$ cat src/rtl/sram_like_arbiter_if.sv
// SRAM-like bus bundle: request/payload from the master, handshakes and read data back.
interface sram_like_arbiter_if #(
  parameter int ADDR_W = 32,
  parameter int DATA_W = 32
);
  logic              req;
  logic              wr;
  logic [1:0]        size;
  logic [ADDR_W-1:0] addr;
  logic [DATA_W-1:0] wdata;
  logic [DATA_W-1:0] rdata;
  logic              addr_ok;
  logic              data_ok;

  modport master (output req, wr, size, addr, wdata, input rdata, addr_ok, data_ok);
  modport slave  (input req, wr, size, addr, wdata, output rdata, addr_ok, data_ok);
endinterface

$ cat src/rtl/sram_like_arbiter.sv
// Shares one SRAM-like slave port between the instruction and data masters,
// one outstanding transaction at a time.
//
// state | meaning
// IDLE  | no owner; sel is picked combinationally and presented to the slave
// REQ   | owner locked, holding its request until the slave accepts the address
// RESP  | address accepted, waiting for the slave's data_ok
module sram_like_arbiter #(
  parameter int ADDR_W = 32,
  parameter int DATA_W = 32,
  parameter int RR_EN  = 0
) (
  input  logic                       clk,
  input  logic                       resetn,
  sram_like_arbiter_if.slave         inst,
  sram_like_arbiter_if.slave         data,
  sram_like_arbiter_if.master        mem
);

  typedef enum logic [1:0] {IDLE = 2'd0, REQ = 2'd1, RESP = 2'd2} state_t;

  localparam logic M_INST = 1'b0;
  localparam logic M_DATA = 1'b1;

  state_t            state_q, state_d;
  logic              owner_q, owner_d;
  logic              last_q, last_d;
  logic              sel;
  logic              cur;
  logic              cur_req;
  logic              grant;
  logic              resp_done;
  logic [ADDR_W-1:0] cur_addr;
  logic [DATA_W-1:0] cur_wdata;

  always_comb begin
    sel = M_INST;
    if (inst.req && data.req) sel = (RR_EN != 0) ? ~last_q : M_DATA;
    else if (data.req)        sel = M_DATA;
    // once locked, only the owner may drive the slave
    cur       = (state_q == IDLE) ? sel : owner_q;
    cur_req   = (state_q != RESP) && ((cur == M_DATA) ? data.req : inst.req);
    cur_addr  = (cur == M_DATA) ? data.addr  : inst.addr;
    cur_wdata = (cur == M_DATA) ? data.wdata : inst.wdata;
    grant     = cur_req && mem.addr_ok;
    resp_done = (state_q == RESP) && mem.data_ok;
  end

  always_ff @(posedge clk or negedge resetn) begin
    if (!resetn) begin
      state_q <= IDLE;
      owner_q <= M_INST;
      last_q  <= M_INST;
    end else begin
      state_q <= state_d;
      owner_q <= owner_d;
      last_q  <= last_d;
    end
  end

  always_comb begin
    state_d = state_q;
    owner_d = owner_q;
    last_d  = last_q;
    case (state_q)
      IDLE: begin
        if (cur_req) begin
          owner_d = sel;
          if (grant) begin
            last_d  = sel;
            state_d = RESP;
          end else begin
            state_d = REQ;
          end
        end
      end
      REQ: begin
        if (!cur_req) begin
          state_d = IDLE;
        end else if (grant) begin
          last_d  = owner_q;
          state_d = RESP;
        end
      end
      RESP: begin
        if (mem.data_ok) state_d = IDLE;
      end
      default: state_d = IDLE;
    endcase
  end

  // handshakes are gated by resetn so they drop the instant reset asserts
  always_comb begin
    mem.req      = resetn && cur_req;
    mem.wr       = (cur == M_DATA) ? data.wr   : inst.wr;
    mem.size     = (cur == M_DATA) ? data.size : inst.size;
    mem.addr     = cur_addr;
    mem.wdata    = cur_wdata;
    inst.addr_ok = resetn && grant && (cur == M_INST);
    data.addr_ok = resetn && grant && (cur == M_DATA);
    inst.data_ok = resetn && resp_done && (owner_q == M_INST);
    data.data_ok = resetn && resp_done && (owner_q == M_DATA);
    inst.rdata   = mem.rdata;
    data.rdata   = mem.rdata;
  end

endmodule

$ cat src/flat_wrapper.sv
// flat-port wrapper written by rule: the top's interface ports become plain ports
module sram_like_arbiter_flat 
#(
  parameter int ADDR_W = 32,
  parameter int DATA_W = 32,
  parameter int RR_EN  = 0
)
  (clk, resetn, inst_req, inst_wr, inst_size, inst_addr, inst_wdata, inst_rdata, inst_addr_ok, inst_data_ok, data_req, data_wr, data_size, data_addr, data_wdata, data_rdata, data_addr_ok, data_data_ok, mem_req, mem_wr, mem_size, mem_addr, mem_wdata, mem_rdata, mem_addr_ok, mem_data_ok);
  sram_like_arbiter_if #(.ADDR_W(ADDR_W), .DATA_W(DATA_W)) inst_i ();
  sram_like_arbiter_if #(.ADDR_W(ADDR_W), .DATA_W(DATA_W)) data_i ();
  sram_like_arbiter_if #(.ADDR_W(ADDR_W), .DATA_W(DATA_W)) mem_i ();
  input  logic clk;
  input  logic resetn;
  input wire logic [$bits(inst_i.req)-1:0] inst_req;
  input wire logic [$bits(inst_i.wr)-1:0] inst_wr;
  input wire logic [$bits(inst_i.size)-1:0] inst_size;
  input wire logic [$bits(inst_i.addr)-1:0] inst_addr;
  input wire logic [$bits(inst_i.wdata)-1:0] inst_wdata;
  output wire logic [$bits(inst_i.rdata)-1:0] inst_rdata;
  output wire logic [$bits(inst_i.addr_ok)-1:0] inst_addr_ok;
  output wire logic [$bits(inst_i.data_ok)-1:0] inst_data_ok;
  input wire logic [$bits(data_i.req)-1:0] data_req;
  input wire logic [$bits(data_i.wr)-1:0] data_wr;
  input wire logic [$bits(data_i.size)-1:0] data_size;
  input wire logic [$bits(data_i.addr)-1:0] data_addr;
  input wire logic [$bits(data_i.wdata)-1:0] data_wdata;
  output wire logic [$bits(data_i.rdata)-1:0] data_rdata;
  output wire logic [$bits(data_i.addr_ok)-1:0] data_addr_ok;
  output wire logic [$bits(data_i.data_ok)-1:0] data_data_ok;
  output wire logic [$bits(mem_i.req)-1:0] mem_req;
  output wire logic [$bits(mem_i.wr)-1:0] mem_wr;
  output wire logic [$bits(mem_i.size)-1:0] mem_size;
  output wire logic [$bits(mem_i.addr)-1:0] mem_addr;
  output wire logic [$bits(mem_i.wdata)-1:0] mem_wdata;
  input wire logic [$bits(mem_i.rdata)-1:0] mem_rdata;
  input wire logic [$bits(mem_i.addr_ok)-1:0] mem_addr_ok;
  input wire logic [$bits(mem_i.data_ok)-1:0] mem_data_ok;
  assign inst_i.req = inst_req;
  assign inst_i.wr = inst_wr;
  assign inst_i.size = inst_size;
  assign inst_i.addr = inst_addr;
  assign inst_i.wdata = inst_wdata;
  assign inst_rdata = inst_i.rdata;
  assign inst_addr_ok = inst_i.addr_ok;
  assign inst_data_ok = inst_i.data_ok;
  assign data_i.req = data_req;
  assign data_i.wr = data_wr;
  assign data_i.size = data_size;
  assign data_i.addr = data_addr;
  assign data_i.wdata = data_wdata;
  assign data_rdata = data_i.rdata;
  assign data_addr_ok = data_i.addr_ok;
  assign data_data_ok = data_i.data_ok;
  assign mem_req = mem_i.req;
  assign mem_wr = mem_i.wr;
  assign mem_size = mem_i.size;
  assign mem_addr = mem_i.addr;
  assign mem_wdata = mem_i.wdata;
  assign mem_i.rdata = mem_rdata;
  assign mem_i.addr_ok = mem_addr_ok;
  assign mem_i.data_ok = mem_data_ok;
  sram_like_arbiter #(.ADDR_W(ADDR_W), .DATA_W(DATA_W), .RR_EN(RR_EN)) u_core (.clk(clk), .resetn(resetn), .inst(inst_i), .data(data_i), .mem(mem_i));
endmodule
$ cat config.mk
export PLATFORM = sky130hd
export DESIGN_NAME = sram_like_arbiter_flat
export DESIGN_NICKNAME = d
export VERILOG_FILES = /design/src/rtl/sram_like_arbiter_if.sv /design/src/rtl/sram_like_arbiter.sv /design/src/flat_wrapper.sv
export SDC_FILE = /design/constraint.sdc
export NUM_CORES = 1
export LEC_CHECK = 0
export BUFFER_PORTS_ARGS = -buffer_cell sky130_fd_sc_hd__buf_4
export CAP_MARGIN = 20
export CORE_AREA = 2 2 120 122
export CTS_CLUSTER_DIAMETER = 40
export DETAILED_ROUTE_END_ITERATION = 12
export DIE_AREA = 0 0 122 124
export GPL_ROUTABILITY_DRIVEN = 1
export GPL_TIMING_DRIVEN = 0
export SETUP_SLACK_MARGIN = 0.3
export SYNTH_ARGS = -nofsm -noshare
export SYNTH_HDL_FRONTEND = slang
export SYNTH_SLANG_ARGS = --single-unit
$ cat constraint.sdc
create_clock -name clk -period 2.13 [get_ports clk]
set_input_delay 0.213 -clock clk [delete_from_list [all_inputs] [get_ports clk]]
set_output_delay 0.213 -clock clk [all_outputs]
set_load 0.01 [all_outputs]
# After elaboration in Yosys (flattened, before gate mapping)
# Cells that the tools add are included.
[classes]
n_eq_ne = 6
muxes = 14
n_bitwise = 2
n_reduce_logical = 14
[ops]
columns = ["operator", "n"]
rows = [
  ["2-to-1 mux 32 bit", 2],
  ["2-to-1 mux 2 bit", 6],
  ["logical AND 1 bit", 11],
  ["case mux 2 bit (3 select lines)", 1],
  ["2-to-1 mux 1 bit", 5],
  ["!= test 2 bit (second input constant)", 2],
  ["!= test 3 bit (second input constant)", 1],
  ["AND reduction 3 bit", 1],
  ["equality test 2 x 1 -> 1 bit (second input constant)", 1],
  ["equality test 2 bit (second input constant)", 1],
  ["logical NOT 2 bit", 1],
  ["!= test 2 x 1 -> 1 bit (second input constant)", 1],
  ["inverter 1 bit", 2],
  ["AND reduction 2 bit", 1],
]
[word_totals]
reg_bits = 3
word_cells = 38

# Depth between registers and ports, before layout
# Gate-level depths: netlist of run 1.
[logic_depth]
word_depth = 9
mapped_depth = 5

# Least setup slack after synthesis of run 1
# No wires, ideal clock.
[synth_path]
path_kind = "register to output"
startpoint = "reg u_core.state_q[1]"
endpoint = "out mem_addr[15]"
arrival_time_ps = 1499
required_time_ps = 1917
setup_slack_ps = 418
path_stages_with_launch = 6
n_path_buf = 2
cell_sequence = "dfrtp_1 -> nor2_4 -> mux2i_4 -> buf_6 -> buf_6 -> mux2_4"
[synth_via]
elab_chain_len = 3
[synth_lines]
columns = ["item", "line", "source"]
rows = [
  ["start, declared", "sram_like_arbiter.sv:25", "state_t state_q, state_d;"],
  ["start signal, assigned", "sram_like_arbiter.sv:55", "state_q <= state_d;"],
  ["logical NOT 2 bit", "sram_like_arbiter.sv:41", "cur = (state_q == IDLE) ? sel : owner_q;"],
  ["2-to-1 mux 1 bit", "sram_like_arbiter.sv:41", ""],
  ["2-to-1 mux 32 bit", "sram_like_arbiter.sv:43", "cur_addr = (cur == M_DATA) ? data.addr : inst.addr;"],
  ["end, declared", "flat_wrapper.sv:33", "output wire logic [$bits(mem_i.addr)-1:0] mem_addr;"],
]
# No other way between the ends.

# Final worst setup path of run 1
[layout_path]
startpoint = "reg u_core.state_q[1]"
endpoint = "out mem_wdata[4]"
[layout_via]
elab_chain_len = 3
[layout_lines]
columns = ["item", "line", "source"]
rows = [
  ["logical NOT 2 bit", "sram_like_arbiter.sv:41", ""],
  ["2-to-1 mux 1 bit", "sram_like_arbiter.sv:41", ""],
  ["2-to-1 mux 32 bit", "sram_like_arbiter.sv:44", "cur_wdata = (cur == M_DATA) ? data.wdata : inst.wdata;"],
  ["end, declared", "flat_wrapper.sv:34", "output wire logic [$bits(mem_i.wdata)-1:0] mem_wdata;"],
]
# No other way between the ends.

==> results of run 1 <==
==> metal layers <==
metal / up-vias / wire length (µm)
met5: - / 0
met4: 0 / 108
met3: 10 / 989
met2: 178 / 4520
met1: 987 / 2570
li1: 1079 / -
==> flip-flops by register name (all words and copies together), names as in the netlist <==
| register | flops |
|---|---|
| u_core.owner_q | 1 |
| u_core.state_q | 2 |
==> path summary, 6_finish.rpt <==
| path | from | end | slack, ps | cells past startpoint |
|---|---|---|---|---|
| max | u_core.state_q[1] | mem_wdata[4] | 30 | 6 |
| min | mem_addr_ok | u_core.state_q[0] | 170 | 2 |
| max reg2reg | u_core.state_q[1] | u_core.owner_q | 470 | 8 |
| min reg2reg | u_core.state_q[1] | u_core.state_q[0] | 610 | 2 |
| max in group asynchronous | resetn | u_core.state_q[0] | 1680 | 2 |
| min in group asynchronous | resetn | u_core.owner_q | 340 | 2 |
==> critical path, stage by stage, from the launching register on <==
cell and delay (ps):
dfrtp_1 400, nor2_4 160, mux2i_4 300, buf_6 170, buf_8 140, mux2_2 350
buf_4 150
==> through the flow <==
step	util, %	worst slack [ps]
after global routing	31.2	-39.5
after floorplan	-	418
after CTS	30.3	4.43
after global placement	27.9	-11.7
final	31.2	26.9
after detailed placement	27.9	-31.0
==> area by class of cell <==
| class | instances | area [µm²] | area share [%] |
|---|---|---|---|
| plain buffers | 71 | 587 | 13.7 |
| flip-flops and latches | 3 | 75.1 | 1.75 |
| well taps | 180 | 225 | 5.25 |
| inverters | 2 | 7.51 | 0.175 |
| multi-input cells | 85 | 990 | 23.1 |
| repair buffers | 289 | 2320 | 54.2 |
| clock buffers | 4 | 78.8 | 1.84 |
==> power breakdown <==
group          switching, mW  total (mW)  internal (mW)
registers             0.0150      0.0821         0.0671
logic                  0.621        1.76           1.13
clock network         0.0476       0.294          0.247
total                  0.684        2.13           1.45
==> placed cells by master, fill, tap and decap left out <==
cell type,count
buf_6,36
mux2i_4,1
clkbuf_16,3
o22ai_1,1
nor2_1,1
clkbuf_1,1
o32ai_1,1
buf_4,316
mux2_2,42
nor3_4,1
mux2_4,26
o21ai_0,1
buf_8,5
nor2_4,1
nand2_1,2
nand3_1,1
a21boi_0,1
inv_1,2
dfrtp_1,3
nor3_1,4
dlygate4sd3_1,1
buf_16,1
buf_12,1
nand2b_1,2
==> cell families after synthesis <==
family | count (synthesis)
AO/OA/AOI/OAI | 4
buffers and inverters | 73
AND/OR/NAND/NOR | 12
flip-flops | 3
multiplexers | 69
==> timing repair <==
| action | 4_1_cts | 5_1_grt |
|---|---|---|
| hold endpoints to repair | 3 | 0 |
| setup buffers | 10 | 2 |
| cloned | 1 | 0 |
| pin swaps | 2 | 1 |
| setup endpoints to repair | 68 | 68 |
| hold buffers | 1 | 0 |
| resized for setup | 39 | 29 |
==> summary.md, run 1 <==
| Metric | Value |
|---|---|
| Antenna diode count | 0 |
| Filler cells | 1405 |
| Clock sink count | 3 |
| Syn Std Cell Area | 1530 µm² |
| Peak supply drop | 0.000217 V |
| Hold Violations, Final | 0 |
| Area share of and/or/nand/nor cells after synthesis | 4.24% |
| Share of the synthesized area in the top cell type | 44.0% |
| Inst Count DP | 616 |
| Layout cell share with drive strength beyond 1 | 95.4% |
| TritonRoute pass-1 iters | 4 |
| Num rows | 43 |
| EDFF count, synth | 0 |
| IO buf count | 275 |
| Main combinational cell family by area after synthesis | multiplexers |
| Nets | 627 |
| Synth Instances | 161 |
| DP HPWL | 6.81 mm |
| Vias in the first global route | 2223 |
| Top Ports | 308 |
| Met2 Resource Use GR | 17.2% |
| Non-Filler Instances | 634 |
| Dominant synthesized flop cell | dfrtp_1 |
| DR WL/cell | 12.9 µm |
| Mapped Nets | 333 |
| Avg Cell Area, Syn | 9.53 µm² |
| Yosys cell types | 17 |
| Root Buffer | clkbuf_16 |
| Design Power | 2.13 mW |
| Final ANT Viol Nets | 0 |
| Drt total wl | 8.19 mm |
| CP startpoint kind | flop |
| Count leader, synth | buf_4 |
| Grt ovf | 0 |
| Post-Synth Adder-Cell Area | 0% |
| Max Clock Skew | 0.392 ps |
| Flops & latches, synth | 3 |
| CTS Buf Count | 3 |
| Htree depth | 1 |
| Post-synthesis compound-gate area fraction | 1.79% |
| Max_cap viols | 0 |
| Synth Area in XOR/XNOR | 0% |
| Crit. End Element | primary output |
| Synth cell count leaders | 69 x buf_4, 60 x mux2_2, 8 x mux2_4, 5 x nor3_1, 3 x dfrtp_1 |
| Synth area leader | mux2_2 |
| Die height | 124 µm |
| CTS tree | yes |
| Status | finished, final reports clean |
| Final instance area | 4290 µm² |
| Syn-to-layout area delta | 179% |
| First-pass GRT wire length | 10.3 mm |
| Clk slew on worst S/H paths | 30 ps |
| GRT Total Usage | 8.45% |
| Initial antenna violation count | 0 |
| Mux contribution to synthesized area | 53.3% |
| Worst hold slack | 173 ps |
| 1st-iter DRT viols | 35 |
| Die Area | 15100 µm² |
| Crit share post-route | 98.7% |
| Largest net degree at the start of global routing | 11 |
| Worst EP arrival | 1890 ps |
| Max Fclk | 475 MHz |
| Min Clock Period, post-route | 2100 ps |
| Hold Crit Class | in2reg |
| Met1 Usage GRT | 8.46% |
| Peak-usage layer in the global routing report | met2 |
| M3 GR Usage | 2.01% |
| Post-synth ARST share | 100% |
| Vias | 2254 |
| Clk Latency, worst-skew pair | 220 ps |
| Worst-margin pin slew | 570 ps |
| DRC errors left | 0 |
| Leakage | 2.29 nW |
| Slew Limit Headroom | 62.0% |
| Post-synthesis sequential area ratio | 4.89% |
| Die Width | 122 µm |
| Area post-placement | 3820 µm² |
| Yosys warning total | 0 |
| Max Slew Vio Count | 0 |
| Endpoints failing setup | 0 |
| Critical path data required time | 1920 ps |
| Starting Density | 11.2% |
| Area contributors post-synth | mux2_2 44%, buf_4 34%, mux2_4 7.8% |
| Final weighted congestion in routability-driven placement | 0.771 |
| Core area | 13700 µm² |
| Vias per inst | 3.56 |
| RSZ-0062 raised after global routing | yes |
| Setup TNS | 0 ps |
| Crit path max fanout | 10 |
| Clk buf depth | 2 |
| Power Density | 497 nW/µm² |
| CP Class | reg2out |
(Power assumes the default switching activity.)
==> run 2: changes to the inputs <==
Settings changed: CTS_CLUSTER_DIAMETER 40 to 80, PLACE_DENSITY set to 0.48.
==> summary.md, run 2 (same netlist as run 1, synthesis figures left out) <==
| Metric | Value |
|---|---|
| Status | finished, final reports clean (unchanged) |
| TritonRoute pass-1 iters | 4 (unchanged) |
| Non-Filler Instances | 635 (was 634) |
| Final weighted congestion in routability-driven placement | 0.776 (was 0.771) |
| Clk buf depth | 2 (unchanged) |
| CP max-delay cell | dfrtp_1 (unchanged) |
| Hold Path Depth | 2 (unchanged) |
| Largest net degree at the start of global routing | 11 (unchanged) |
| Die Width | 122 µm (unchanged) |
| Starting Density | 11.2% (unchanged) |
| IO buf count | 275 (unchanged) |
| 1st-iter DRT viols | 21 (was 35) |
| Max Slew Vio Count | 0 (unchanged) |
| Commonest non-fill, non-tap cells in the layout | 284 x buf_4, 67 x buf_6, 58 x mux2_4, 10 x mux2_2, 7 x buf_12 (was 316 x buf_4, 42 x mux2_2, 36 x buf_6, 26 x mux2_4, 5 x buf_8) |
| Vias in the first global route | 2292 (was 2223) |
| Crit-path cells | nor2_4, mux2i_4, buf_12, buf_12, mux2_2, buf_4 (was nor2_4, mux2i_4, buf_6, buf_8, mux2_2, buf_4) |
| Initial antenna violation count | 0 (unchanged) |
| Setup TNS | 0 ps (unchanged) |
| Drt total wl | 8.54 mm (was 8.19 mm) |
| Worst-margin pin slew | 631 ps (was 570 ps) |
| Met3 routed WL | 995 µm (was 989 µm) |
| Syn-to-layout area delta | 199% (was 179%) |
| CP startpoint kind | flop (unchanged) |
| Max_cap viols | 0 (unchanged) |
| Critical path data required time | 1920 ps (about the same) |
| Clk slew on worst S/H paths | 30 ps (about the same) |
| Worst path bufs/invs | 3 (unchanged) |
| Final ANT Viol Nets | 0 (unchanged) |
| Vias per inst | 3.58 (was 3.56) |
| Max Fclk | 470 MHz (was 475 MHz) |
| CTS tree | yes (unchanged) |
| Max Clock Skew | 1.67 ps (was 0.392 ps) |
| DRT met1 WL | 2.72 mm (was 2.57 mm) |
| Int Power | 1.62 mW (was 1.45 mW) |
| Largest register FFs | 2 (unchanged) |
| Num rows | 43 (unchanged) |
| Switch share | 31.7% (was 32.1%) |
| R2R depth | 8 (unchanged) |
| Die Area | 15100 µm² (unchanged) |
| Crit path launch | u_core.state_q[1] (unchanged) |
| DP HPWL | 6.83 mm (was 6.81 mm) |
| Worst path max stage delay | 410 ps (was 400 ps) |
| Top layer used by detailed routing | met4 (unchanged) |
| Sequential group share of total power | 3.5% (was 3.8%) |
| Met2 WL | 4.72 mm (was 4.52 mm) |
| Power Density | 518 nW/µm² (was 497 nW/µm²) |
| Crit. End Element | primary output (unchanged) |
| Worst-case hold path end point | u_core.state_q[0] (unchanged) |
| Clk Latency, worst-skew pair | 230 ps (was 220 ps) |
| Worst r2r dst | u_core.owner_q (unchanged) |
| Top flop regs | u_core.state_q: 2 flops, u_core.owner_q: 1 flops (unchanged) |
| Root Buffer | clkbuf_16 (unchanged) |
| Critical Path Most Common Cell | buf_12 |
| Reg2reg setup slack | 420 ps (was 470 ps) |
| Vias | 2271 (was 2254) |
| Top Ports | 308 (unchanged) |
| Commonest non-fill, non-tap cell in the layout | buf_4 (unchanged) |
| Inst Count DP | 616 (unchanged) |
| RSZ-0062 raised after global routing | yes (unchanged) |
| Die height | 124 µm (unchanged) |
| Hold Crit Class | in2reg (unchanged) |
| Min Clock Period, post-route | 2130 ps (was 2100 ps) |
| Clock power share | 12.8% (was 13.8%) |
| CP Class | reg2out (unchanged) |
| Layout cell share with drive strength beyond 1 | 95.6% (was 95.4%) |
| Delay-heaviest family, CP | multiplexers (unchanged) |
| DR WL/cell | 13.5 µm (was 12.9 µm) |
| Hold Crit Start | mem_addr_ok (unchanged) |
| Worst EP arrival | 1910 ps (was 1890 ps) |
| CTS Buf Count | 3 (unchanged) |
| Clock sink count | 3 (unchanged) |
| Crit share post-route | 99.8% (was 98.7%) |
| Htree depth | 1 (unchanged) |
| Hold Violations, Final | 0 (unchanged) |
| Register name with the most flops | u_core.state_q (unchanged) |
| Net switching power | 753 µW (was 684 µW) |
| Comb power frac | 83.7% (was 82.3%) |
| R2R Path Start | u_core.state_q[1] (unchanged) |
| Endpoints failing setup | 0 (unchanged) |
| Grt ovf | 0 (unchanged) |
| Core area | 13700 µm² (unchanged) |
| GRT Total Usage | 9.08% (was 8.45%) |
| Peak supply drop | 0.000283 V (was 0.000217 V) |
| Leakage | 2.48 nW (was 2.29 nW) |
| DRC errors left | 0 (unchanged) |
| First-pass GRT wire length | 10.8 mm (was 10.3 mm) |
| Crit path max fanout | 10 (unchanged) |
| Slew Limit Headroom | 57.9% (was 62.0%) |
| Nets | 628 (was 627) |
| Antenna diode count | 0 (unchanged) |
## run 2: worst max-delay path by stage
stage          slack (ps)  cells past startpoint       endpoint
2_1_floorplan         420                      5   mem_addr[15]
3_3_place_gp           40                      6   mem_addr[18]
3_5_place_dp            5                      6   mem_addr[18]
4_1_cts               -10                      6  mem_wdata[29]
5_1_grt               -60                      6   mem_wdata[5]
6_report                3                      6   mem_wdata[5]
## run 2: what timing repair did
item                                   4_1_cts  5_1_grt
buffers inserted                             8        4
endpoints found under the hold margin        3        0
pin swaps                                    1        3
setup endpoints to repair                   68       69
gates cloned                                 0        2
hold buffers                                 1        0
resized for setup                           84       52
## run 2: layout make-up
class / instances / area (µm²)
fill: 1411 / 9130
timing repair buffer: 290 / 2470
multi-input combinational: 85 / 1110
buffer: 71 / 612
tap: 180 / 225
clock buffer: 4 / 78.8
sequential: 3 / 75.1
inverter: 2 / 7.51
## run 2: power groups by stage
stage | sequential, mW | clock [mW] | combinational, mW
after floorplan | 0.0809 | 0 | 0.747
after global placement | 0.0832 | 0 | 1.46
after CTS | 0.0817 | 0.309 | 1.79
after global routing | 0.0839 | 0.319 | 2.10
after detailed placement | 0.0849 | 0 | 1.46
final | 0.0824 | 0.304 | 1.99
## run 2: stage by stage
| stage | cell area, µm² | total power [mW] | utilization [%] | hold slack [ps] | setup WS (ps) |
|---|---|---|---|---|---|
| global placement | 3820 | 1.54 | 27.9 | 15.8 | 41.9 |
| floorplan | 1530 | 0.828 | - | -82.6 | 418 |
| finish | 4590 | 2.38 | 33.4 | 170 | 3.43 |
| CTS | 4310 | 2.18 | 31.4 | 167 | -11.6 |
| detailed placement | 3820 | 1.55 | 27.9 | 16.6 | 4.82 |
| global route | 4590 | 2.51 | 33.4 | 169 | -62.4 |
## run 2: per-layer routing
metal | vias up | global-route usage, %
li1 | 1083 | -
met1 | 1001 | 8.84
met2 | 181 | 18.9
met3 | 6 | 1.92
met4 | 0 | 2.59
met5 | - | 0
